==> src/rtl/icache_param_if.sv <==
// Fetch-side and memory-side signals of the parametrised I-cache.
// slave: the cache. master: whatever drives fetch requests and serves memory reads.
interface icache_param_if;
  logic        imemREN;
  logic [31:0] imemaddr;
  logic        inval;
  logic        ihit;
  logic [31:0] imemload;
  logic        iREN;
  logic [31:0] iaddr;
  logic        iwait;
  logic [31:0] iload;
  logic [31:0] hit_count;
  logic [31:0] miss_count;

  modport master (
    output imemREN, imemaddr, inval, iwait, iload,
    input  ihit, imemload, iREN, iaddr, hit_count, miss_count
  );

  modport slave (
    input  imemREN, imemaddr, inval, iwait, iload,
    output ihit, imemload, iREN, iaddr, hit_count, miss_count
  );
endinterface

==> src/rtl/icache_param.sv <==
// Direct-mapped instruction cache, SETS lines of WORDS 32-bit words, with a
// multi-word fill FSM and a single-cycle global invalidate.
// Optional macro ICACHE_PERF_EN: when defined, hit_count/miss_count are live
// counters; otherwise both read 0 and no counter flops exist.
module icache_param #(
  parameter int unsigned SETS  = 16,
  parameter int unsigned WORDS = 1
) (
  input  logic          CLK,
  input  logic          nRST,
  icache_param_if.slave bus
);
  localparam int unsigned IDXW = $clog2(SETS);
  localparam int unsigned OFFW = $clog2(WORDS);
  localparam int unsigned CNTW = (OFFW > 0) ? OFFW : 1;
  localparam int unsigned TAGW = 30 - IDXW - OFFW;
  localparam logic [CNTW-1:0] LAST_WORD = CNTW'(WORDS - 1);

  localparam logic [0:0] IDLE_I = 1'b0;
  localparam logic [0:0] LD     = 1'b1;

  logic [0:0]      r_state;
  logic [CNTW-1:0] r_wcnt;
  logic [TAGW-1:0] r_ltag;
  logic [IDXW-1:0] r_lidx;
  logic [SETS-1:0] r_valid;
  logic [TAGW-1:0] r_tag  [SETS];
  logic [31:0]     r_data [SETS][WORDS];

  logic [TAGW-1:0] w_tag;
  logic [IDXW-1:0] w_idx;
  logic [CNTW-1:0] w_word;
  logic [31:0]     w_fill_addr;
  logic            w_hit;
  logic            w_miss;
  logic            w_accept;
  logic            w_last;
  logic            w_unused_addr;

  assign w_tag         = bus.imemaddr[31 -: TAGW];
  assign w_idx         = bus.imemaddr[2+OFFW +: IDXW];
  assign w_unused_addr = ^bus.imemaddr[1:0];

  // With one word per block there is no offset field in the address.
  generate
    if (OFFW > 0) begin : g_off
      assign w_word      = bus.imemaddr[2 +: OFFW];
      assign w_fill_addr = {r_ltag, r_lidx, r_wcnt, 2'b00};
    end else begin : g_no_off
      assign w_word      = 1'b0;
      assign w_fill_addr = {r_ltag, r_lidx, 2'b00};
    end
  endgenerate

  assign w_hit    = (r_state == IDLE_I) & bus.imemREN & r_valid[w_idx] &
                    (r_tag[w_idx] == w_tag);
  assign w_miss   = (r_state == IDLE_I) & bus.imemREN & ~w_hit;
  assign w_accept = (r_state == LD) & ~bus.iwait;
  assign w_last   = w_accept & (r_wcnt == LAST_WORD);

  assign bus.ihit     = w_hit;
  assign bus.imemload = w_hit ? r_data[w_idx][w_word] : 32'd0;
  assign bus.iREN     = (r_state == LD);
  assign bus.iaddr    = (r_state == LD) ? w_fill_addr : 32'd0;

  // Fill FSM: latch the missing line, then walk its words; inval aborts a fill.
  always_ff @(posedge CLK or negedge nRST) begin
    if (!nRST) begin
      r_state <= IDLE_I;
      r_wcnt  <= '0;
      r_ltag  <= '0;
      r_lidx  <= '0;
    end else if (r_state == IDLE_I) begin
      if (w_miss) begin
        r_state <= LD;
        r_wcnt  <= '0;
        r_ltag  <= w_tag;
        r_lidx  <= w_idx;
      end
    end else begin
      if (bus.inval) begin
        r_state <= IDLE_I;
        r_wcnt  <= '0;
      end else if (w_accept) begin
        if (w_last) begin
          r_state <= IDLE_I;
          r_wcnt  <= '0;
        end else begin
          r_wcnt <= r_wcnt + 1'b1;
        end
      end
    end
  end

  // Valid bits: inval wins over a completing fill so the line stays invalid.
  always_ff @(posedge CLK or negedge nRST) begin
    if (!nRST) begin
      r_valid <= '0;
    end else if (bus.inval) begin
      r_valid <= '0;
    end else if (w_last) begin
      r_valid[r_lidx] <= 1'b1;
    end
  end

  // Tag and data arrays are not reset; valid bits guard them.
  always_ff @(posedge CLK) begin
    if (w_accept) begin
      r_data[r_lidx][r_wcnt] <= bus.iload;
    end
    if (w_last) begin
      r_tag[r_lidx] <= r_ltag;
    end
  end

`ifdef ICACHE_PERF_EN
  logic [31:0] r_hit_count;
  logic [31:0] r_miss_count;

  // Performance counters, wrapping at 2^32.
  always_ff @(posedge CLK or negedge nRST) begin
    if (!nRST) begin
      r_hit_count  <= '0;
      r_miss_count <= '0;
    end else begin
      if (w_hit) begin
        r_hit_count <= r_hit_count + 32'd1;
      end
      if (w_miss) begin
        r_miss_count <= r_miss_count + 32'd1;
      end
    end
  end

  assign bus.hit_count  = r_hit_count;
  assign bus.miss_count = r_miss_count;
`else
  assign bus.hit_count  = 32'd0;
  assign bus.miss_count = 32'd0;
`endif

endmodule

==> src/flat_wrapper.sv <==
// flat-port wrapper written by rule: the top's interface ports become plain ports
module icache_param_flat 
#(
  parameter int unsigned SETS  = 16,
  parameter int unsigned WORDS = 1
)
  (CLK, nRST, bus_imemREN, bus_imemaddr, bus_inval, bus_iwait, bus_iload, bus_ihit, bus_imemload, bus_iREN, bus_iaddr, bus_hit_count, bus_miss_count);
  icache_param_if bus_i ();
  input  logic CLK;
  input  logic nRST;
  input wire logic [$bits(bus_i.imemREN)-1:0] bus_imemREN;
  input wire logic [$bits(bus_i.imemaddr)-1:0] bus_imemaddr;
  input wire logic [$bits(bus_i.inval)-1:0] bus_inval;
  input wire logic [$bits(bus_i.iwait)-1:0] bus_iwait;
  input wire logic [$bits(bus_i.iload)-1:0] bus_iload;
  output wire logic [$bits(bus_i.ihit)-1:0] bus_ihit;
  output wire logic [$bits(bus_i.imemload)-1:0] bus_imemload;
  output wire logic [$bits(bus_i.iREN)-1:0] bus_iREN;
  output wire logic [$bits(bus_i.iaddr)-1:0] bus_iaddr;
  output wire logic [$bits(bus_i.hit_count)-1:0] bus_hit_count;
  output wire logic [$bits(bus_i.miss_count)-1:0] bus_miss_count;
  assign bus_i.imemREN = bus_imemREN;
  assign bus_i.imemaddr = bus_imemaddr;
  assign bus_i.inval = bus_inval;
  assign bus_i.iwait = bus_iwait;
  assign bus_i.iload = bus_iload;
  assign bus_ihit = bus_i.ihit;
  assign bus_imemload = bus_i.imemload;
  assign bus_iREN = bus_i.iREN;
  assign bus_iaddr = bus_i.iaddr;
  assign bus_hit_count = bus_i.hit_count;
  assign bus_miss_count = bus_i.miss_count;
  icache_param #(.SETS(SETS), .WORDS(WORDS)) u_core (.CLK(CLK), .nRST(nRST), .bus(bus_i));
endmodule
==> config.mk <==
export PLATFORM = sky130hd
export DESIGN_NAME = icache_param_flat
export DESIGN_NICKNAME = d
export VERILOG_FILES = /design/src/rtl/icache_param_if.sv /design/src/rtl/icache_param.sv /design/src/flat_wrapper.sv
export SDC_FILE = /design/constraint.sdc
export NUM_CORES = 1
export LEC_CHECK = 0
export CORE_MARGIN = 2
export CORE_UTILIZATION = 25
export DETAILED_ROUTE_END_ITERATION = 16
export GPL_ROUTABILITY_DRIVEN = 0
export PLACE_DENSITY = 0.41
export SLEW_MARGIN = 20
export SYNTH_ARGS = -nofsm -noshare
export SYNTH_HDL_FRONTEND = slang
export SYNTH_SLANG_ARGS = --single-unit
==> constraint.sdc <==
create_clock -name CLK -period 15.25 [get_ports CLK]
set_input_delay 4.575 -clock CLK [delete_from_list [all_inputs] [get_ports CLK]]
set_output_delay 4.575 -clock CLK [all_outputs]
set_load 0.05 [all_outputs]
==> implementation parameters, run 1 <==
Parameter                              Value

Die
  Overall die area    0.1575 mm2
  Die span in x    396.9 um
  Top Ports    199
  Vert. Die Dim    396.9 um
  Row count    144
  Initial Utilization    0.2511
  Core Region    0.1537 mm2

STA
  Final critical-path share of the clock period    0.9040
  Setup repair after global routing missed its margin    false
  Clock Skew    0.01830 ns
  Count of final hold-check violations    0
  Final number of setup-violating endpoints    0
  Total negative slack for setup checks    0 ns
  Post-layout minimum cycle time    13.79 ns
  Fmax    72.53 MHz
  Normalized max-slew margin    0.1672
  Number of slew-limit violations in the final report    0
  Slew at the pin closest to its max-slew limit    1.249 ns

GRT
  Overflow after GRT    0
  Vias in the first global route    19,602
  First-pass GRT wire length    147,400 um
  GRT Total Usage    0.1314
  Maximum number of pins on one net before global-route repair    139
  Number of antenna violations at the first check in global routing    11

Logic synthesis
  Adder-Cell Fraction of Synth Area    0
  Post-Synthesis Mean Instance Area    21.59 um2
  Mux contribution to synthesized area    0.1704
  Cell count after synthesis    1,787
  Synthesized cell area    0.03859 mm2
  Synthesized-area fraction occupied by ao, oa, aoi and oai cells    0.01651
  Synth Area in Simple Gates    0.02948
  Dominant combinational cell family by area after synthesis    multiplexers
  Most used flip-flop cell after synthesis    edfxtp_1
  Xor/xnor share of the synthesized area    0.005675
  Post-synth EDFFs    928
  Ys Warns    0
  Share of synthesized flip-flops with an asynchronous set or reset    0.04918
  Number of distinct library cells after synthesis    61
  Yosys reg bits    976
  Register area share after synthesis    0.7533

Setup path
  Most numerous cell on the critical path    buf_12
  Worst EP arrival    9.21 ns
  Worst setup path category    input pin to output pin
  Max stage delay on crit path    0.81 ns
  Kind of start point of the critical path    input pin
  Number of buffers and inverters on the critical path    4
  Req. time, crit path    10.68 ns
  Launch instance of the worst register-to-register path    u_core.r_tag[11][11]$_DFFE_PP_
  Type of element capturing the critical path    output pin
  Instance count on the critical path    12
  Number of cells traversed by the worst register-to-register path    9
  Worst setup slack for register-to-register paths    11.37 ns
  Ordered cell list for the critical path    clkbuf_8 -> buf_12 -> mux4_2 -> a22o_1 -> a221oi_1 -> xor2_1 -> nand2_1 -> or4_1 -> nor4_4 -> buf_12 -> and2_1 -> clkdlybuf4s50_1
  Critical path fanouts, max    138
  Dominant delay contributor by cell family on the critical path    buffers and inverters
  Reg2reg end    u_core.r_ltag[24]$_DFFE_PN0P_
  Cell with the biggest individual delay on the critical path    clkdlybuf4s50_1

Cells and area
  Fin nets    2,060
  Antenna diode instance count    0
  Area growth from synthesis to final layout    18.76%
  Layout cell share with drive strength beyond 1    0.2394
  Post-route non-filler standard cell count    4,124
  Filler cell count    14,921

Route
  Routed WL per cell    25.25 um
  Number of vias per cell after detailed routing    4.449
  Total via count in the routed design    18,349
  Remaining number of nets flagged by the antenna check after routing    0
  Iteration-0 DRC count of the detailed router    1,426
  Total length of routed wires    104,100 um
  # DRC    0
  Drt first pass iters    5

Min path
  Cell depth of the worst hold path    2
  Terminating pin of the worst hold path    u_core.r_valid[11]$_DFFE_PN0P_
  Critical hold path startpoint    u_core.r_valid[11]$_DFFE_PN0P_
  Class of the most critical hold timing path    flip-flop to flip-flop

Placed design
  Buffers added on ports    130
  HPWL after detailed placement    56,190 um
  Cell count after placement    3,928

Power
  Worst supply voltage drop on vdd    0.09859 mV
  Static leakage    14.43 nW
  Power per standard cell area    133.7 mW/mm2

Clock tree
  CTS tree    yes
  # hold bufs at CTS    0
  Clock H-tree levels    3
  TritonCTS Buffers    104
  Clock Root Buffer    clkbuf_16
  CTS clk-pin slew, worst paths    0.06 ns
  Maximum number of buffers from clock root to sink    3
  Clk_lat worst skew    0.70 ns
  Cells resized by post-CTS repair    0
  Postcts setup bufs    0
  Number of clock sinks seen by CTS    976

Status
  Run status    finished, final reports clean

Run
  Number of violations of the max-capacitance limit    0
[cell type report]
class,instances,area (um2),share of cell area
Multi-Input combinational cell,716,8926,0.1948
Clock inverter,72,733.2,0.01600
Inverter,7,28.78,0.0006280
Sequential cell,976,29070,0.6344
Timing Repair Buffer,186,1784,0.03894
Tap cell,2044,2557,0.05581
Clock buffer,123,2725,0.05947
[logic make-up after synthesis]
logic type,Yosys count
DFF,976
and+or+nand+nor,210
xor gates and xnor gates,25
muxes,333
AOI/OAI and AO/OA,82
buffers and inverters,160
other,1
[where the power goes]
part | internal [W] | leakage [nW] | switching, W | total (W)
clock network | 0.00150 | 1.69 | 0.00107 | 0.00257
logic | 0.000154 | 3.78 | 0.000280 | 0.000434
registers | 0.00304 | 8.95 | 0.0000745 | 0.00312
[layout by cell type, fill, tap and decap left out, drive strengths merged, types with 6 or more instances in the layout]
cell type	instances
a221oi	11
a22o	6
and2	65
and3	7
buf	60
bufinv	13
clkbuf	124
clkdlybuf4s50	125
clkinv	48
conb	66
dfrtp	48
edfxtp	928
inv	13
mux2	31
mux2i	46
mux4	256
nand2	20
nand2b	6
nand3	6
nor2	60
nor2b	7
nor3	10
o2111ai	6
o21ai	13
xnor2	8
xor2	17
[layer usage]
metal,GRT usage,up-vias,part of all wire
met5,0,-,0.00029
li1,-,7706,-
met2,0.2227,455,0.50
met3,0.02116,157,0.042
met4,0.04087,4,0.023
met1,0.1721,10027,0.43
[cells in the mapped netlist, drive strengths merged (2+ instances only)]
| library cell | instances | area share |
|---|---|---|
| nand3 | 6 | 0.00078 |
| o22ai | 4 | 0.00065 |
| o211ai | 5 | 0.00097 |
| dfrtp | 48 | 0.031 |
| mux2i | 46 | 0.012 |
| and4 | 3 | 0.00068 |
| nor2b | 7 | 0.0011 |
| o2111ai | 6 | 0.0014 |
| xor2 | 17 | 0.0039 |
| inv | 6 | 0.00058 |
| a21oi | 5 | 0.00065 |
| nor4 | 5 | 0.0012 |
| a2111oi | 4 | 0.00091 |
| nand2b | 6 | 0.00097 |
| a22o | 6 | 0.0014 |
| edfxtp | 928 | 0.72 |
| a211oi | 2 | 0.00039 |
| a22oi | 4 | 0.00078 |
| clkbuf | 40 | 0.0039 |
| a21o | 2 | 0.00039 |
| or3 | 5 | 0.00081 |
| xnor2 | 8 | 0.0018 |
| a221o | 4 | 0.0010 |
| or3b | 2 | 0.00045 |
| mux4 | 256 | 0.15 |
| mux2 | 31 | 0.0090 |
| and3 | 7 | 0.0011 |
| or4 | 3 | 0.00058 |
| nand2 | 20 | 0.0019 |
| buf | 113 | 0.020 |
| and2 | 65 | 0.011 |
| o21a | 4 | 0.00078 |
| o21ai | 13 | 0.0017 |
| nor3b | 2 | 0.00039 |
| a221oi | 11 | 0.0027 |
| a311o | 2 | 0.00052 |
| a31oi | 4 | 0.00065 |
| nor3 | 10 | 0.0013 |
| nor2 | 60 | 0.0058 |
| nand4 | 4 | 0.00065 |
[tightest hold or removal path: stages (launching register included)]
cell and delay [ns]:
dfrtp_1 0.34, nor2_1 0.05, nor2_1 0.07
[stage by stage]
step | cell area, um2 | util | hold slack (ns) | setup slack (ns) | total power [W]
5_1_grt | 45820 | 0.2982 | 0.5409 | 1.238 | 0.006334
4_1_cts | 45810 | 0.2981 | 0.5031 | 1.309 | 0.006213
3_3_place_gp | 42330 | 0.2755 | 0.4720 | 1.362 | 0.003606
6_report | 45820 | 0.2982 | 0.5022 | 1.464 | 0.006125
2_1_floorplan | 38830 | - | 0.4608 | 2.808 | 0.003429
3_5_place_dp | 42350 | 0.2756 | 0.4902 | 1.322 | 0.003620
[worst max path at each step]
| stage | slack, ns | to | start |
|---|---|---|---|
| finish | 1.46 | bus_imemload[18] | bus_imemaddr[3] |
| global placement | 1.36 | bus_imemload[18] | bus_imemaddr[4] |
| detailed placement | 1.32 | bus_imemload[10] | bus_imemaddr[4] |
| CTS | 1.31 | bus_imemload[10] | bus_imemaddr[4] |
| global route | 1.24 | bus_imemload[10] | bus_imemaddr[2] |
| floorplan | 2.81 | bus_imemload[22] | bus_imemaddr[3] |
[state kept, by name, summed over array words and instances, names as in the netlist]
signal and count:
u_core.r_valid 16, u_core.r_lidx 4, u_core.bus.iREN 1, u_core.r_wcnt 1, u_core.r_ltag 26, u_core.r_tag 416
u_core.r_data 512
No activity file was read; power rests on OpenSTA's default activity.
==> run 2: changes to the inputs <==
Clock period 15.25 ns to 13.97 ns, I/O delays scaled along.
==> implementation parameters, run 2 (same netlist as run 1, synthesis figures left out) <==
Parameter                              Value

Setup path
  Number of cells traversed by the worst register-to-register path    9 (unchanged)
  Max stage delay on crit path    0.82 ns (about the same)
  Worst EP arrival    8.71 ns (-0.50 ns)
  Launch instance of the worst register-to-register path    u_core.r_tag[11][11]$_DFFE_PP_
  Ordered cell list for the critical path    buf_8 -> buf_12 -> buf_4 -> mux2i_1 -> a32oi_1 -> a221oi_1 -> or3_1 -> nand4_1 -> or4_1 -> nor4_4 -> buf_4 -> and2_1 -> clkdlybuf4s50_1
  Type of element capturing the critical path    output pin
  Worst setup slack for register-to-register paths    10.09 ns (-1.28 ns)
  Most numerous cell on the critical path    buf_4
  Req. time, crit path    9.78 ns (-0.90 ns)
  Reg2reg end    u_core.r_ltag[24]$_DFFE_PN0P_
  Worst setup path category    input pin to output pin
  Cell with the biggest individual delay on the critical path    clkdlybuf4s50_1
  Critical path fanouts, max    31 (-78%)
  Kind of start point of the critical path    input pin

Placed design
  Area after DPL    0.04233 mm2 (about the same)
  Cell count after placement    3,934 (+0.15%)
  Post-placement setup slack    1.030 ns (-0.2914 ns)
  HPWL after detailed placement    57,350 um (+2.1%)
  Buffers added on ports    130 (unchanged)

Min path
  Terminating pin of the worst hold path    u_core.r_valid[6]$_DFFE_PN0P_
  Class of the most critical hold timing path    flip-flop to flip-flop
  Critical hold path startpoint    u_core.r_valid[6]$_DFFE_PN0P_
  Cell depth of the worst hold path    2 (unchanged)

STA
  Hold Slack    0.4968 ns (-0.005327 ns)
  Number of slew-limit violations in the final report    0 (unchanged)
  Count of final hold-check violations    0 (unchanged)
  Setup repair after global routing missed its margin    false
  Final number of setup-violating endpoints    0 (unchanged)
  Clock Skew    0.02308 ns (+0.004775 ns)
  Normalized max-slew margin    0.2432 (+0.07605)
  Total negative slack for setup checks    0 ns (unchanged)
  Final critical-path share of the clock period    0.9232
  Fmax    77.54 MHz
  Slew at the pin closest to its max-slew limit    1.132 ns (-0.1168 ns)
  Post-layout worst setup margin    1.074 ns (-0.3900 ns)
  Post-layout minimum cycle time    12.90 ns

Die
  Initial Utilization    0.2511 (unchanged)
  Top Ports    199 (unchanged)
  Die span in x    396.9 um (unchanged)
  Row count    144 (unchanged)
  Core Region    0.1537 mm2 (unchanged)
  Vert. Die Dim    396.9 um (unchanged)
  Overall die area    0.1575 mm2 (unchanged)

Route
  Uppermost signal routing layer after detailed routing    met5
  Met2 Routed Length    51,700 um (-0.73%)
  Routed WL per cell    25.41 um (+0.63%)
  Iteration-0 DRC count of the detailed router    1,417 (-0.63%)
  Drt first pass iters    4 (-1)
  Total via count in the routed design    18,465 (+0.63%)
  Total length of routed wires    105,000 um (+0.80%)
  Remaining number of nets flagged by the antenna check after routing    0 (unchanged)
  # DRC    0 (unchanged)
  Wl on met1    46,170 um (+2.0%)
  Number of vias per cell after detailed routing    4.470 (+0.46%)
  Met3 wire length    4653 um (+6.5%)

Clock tree
  Clock Root Buffer    clkbuf_16
  Clk_lat worst skew    0.71 ns (about the same)
  CTS tree    yes
  Postcts setup bufs    0 (unchanged)
  Cells resized by post-CTS repair    0 (unchanged)
  Number of clock sinks seen by CTS    976 (unchanged)
  CTS clk-pin slew, worst paths    0.06 ns (about the same)
  Maximum number of buffers from clock root to sink    3 (unchanged)
  Clock H-tree levels    3 (unchanged)
  # hold bufs at CTS    0 (unchanged)
  TritonCTS Buffers    105 (+0.96%)

Power
  Power per standard cell area    143.4 mW/mm2 (+7.3%)
  Worst supply voltage drop on vdd    0.09403 mV (-4.6%)
  Static leakage    14.40 nW (-0.22%)

GRT
  Overflow after GRT    0 (unchanged)
  Maximum number of pins on one net before global-route repair    60 (-57%)
  First-pass GRT wire length    149,500 um (+1.4%)
  GRT Total Usage    0.1335 (+0.002059)
  Vias in the first global route    19,896 (+1.5%)
  Number of antenna violations at the first check in global routing    8 (-3)

Run
  Number of violations of the max-capacitance limit    0 (unchanged)

Cells and area
  Top reg by flops    u_core.r_data
  Area growth from synthesis to final layout    18.29%
  Registers with the most flip-flops    u_core.r_data (512), u_core.r_tag (416), u_core.r_ltag (26)
  Filler cell count    14,911 (-0.067%)
  Fin nets    2,066 (+0.29%)
  Layout cell share with drive strength beyond 1    0.2411 (+0.001708)
  Most common library cell in the layout ignoring fill and taps    edfxtp_1
  Final design area excluding fillers    0.04564 mm2 (-0.40%)
  Leading cell types in the layout, fill and taps excluded    edfxtp_1, mux4_2, clkdlybuf4s50_1, clkbuf_16, buf_4
  Number of flip-flops in the largest register    512 (unchanged)
  Post-route non-filler standard cell count    4,131 (+0.17%)

Status
  Run status    finished, final reports clean
## run 2: per-layer routing
layer  vias up  GRT usage
met1     10114     0.1777
met5         -          0
li1       7732          -
met4         4    0.04074
met2       469     0.2223
met3       146    0.02284
## run 2: area by class of cell
cell class / count / area (um2) / area share
clock buffer: 143 / 2841 / 0.06226
timing repair buffer: 191 / 1750 / 0.03835
sequential: 976 / 29070 / 0.6369
multi-input combinational: 716 / 8926 / 0.1956
antenna: 1 / 2.502 / 0.00005483
inverter: 7 / 28.78 / 0.0006305
tap: 2044 / 2557 / 0.05603
clock inverter: 53 / 466.7 / 0.01023
## run 2: worst max-delay path by stage
stage                          startpoint               end  slack (ns)  depth (start not counted)
after floorplan           bus_imemaddr[3]  bus_imemload[22]        2.30                         11
after global placement    bus_imemaddr[2]  bus_imemload[29]        1.06                         13
after detailed placement  bus_imemaddr[2]  bus_imemload[18]        1.03                         13
after CTS                 bus_imemaddr[2]  bus_imemload[18]        1.02                         13
after global routing      bus_imemaddr[2]  bus_imemload[29]        0.73                         13
final                     bus_imemaddr[2]  bus_imemload[29]        1.07                         13
## run 2: critical path: cells and delay by family
family	cells	cell delay [ns]
buf+inv	5	2.17
simple gates	5	1.38
mux	1	0.30
compound gates	2	0.56
## run 2: power breakdown
group / internal [W] / leakage (nW) / switching, W / total [W]
Sequential: 0.00332 / 8.95 / 0.0000801 / 0.00340
Combinational: 0.000167 / 3.84 / 0.000305 / 0.000472
Clock: 0.00152 / 1.61 / 0.00115 / 0.00267
Total: 0.00501 / 14.4 / 0.00153 / 0.00654
## run 2: through the flow
step | util | total power (W)
5_1_grt | 0.2970 | 0.006786
3_5_place_dp | 0.2754 | 0.003950
4_1_cts | 0.2970 | 0.006649
6_report | 0.2970 | 0.006544
3_3_place_gp | 0.2754 | 0.003937
2_1_floorplan | - | 0.003743
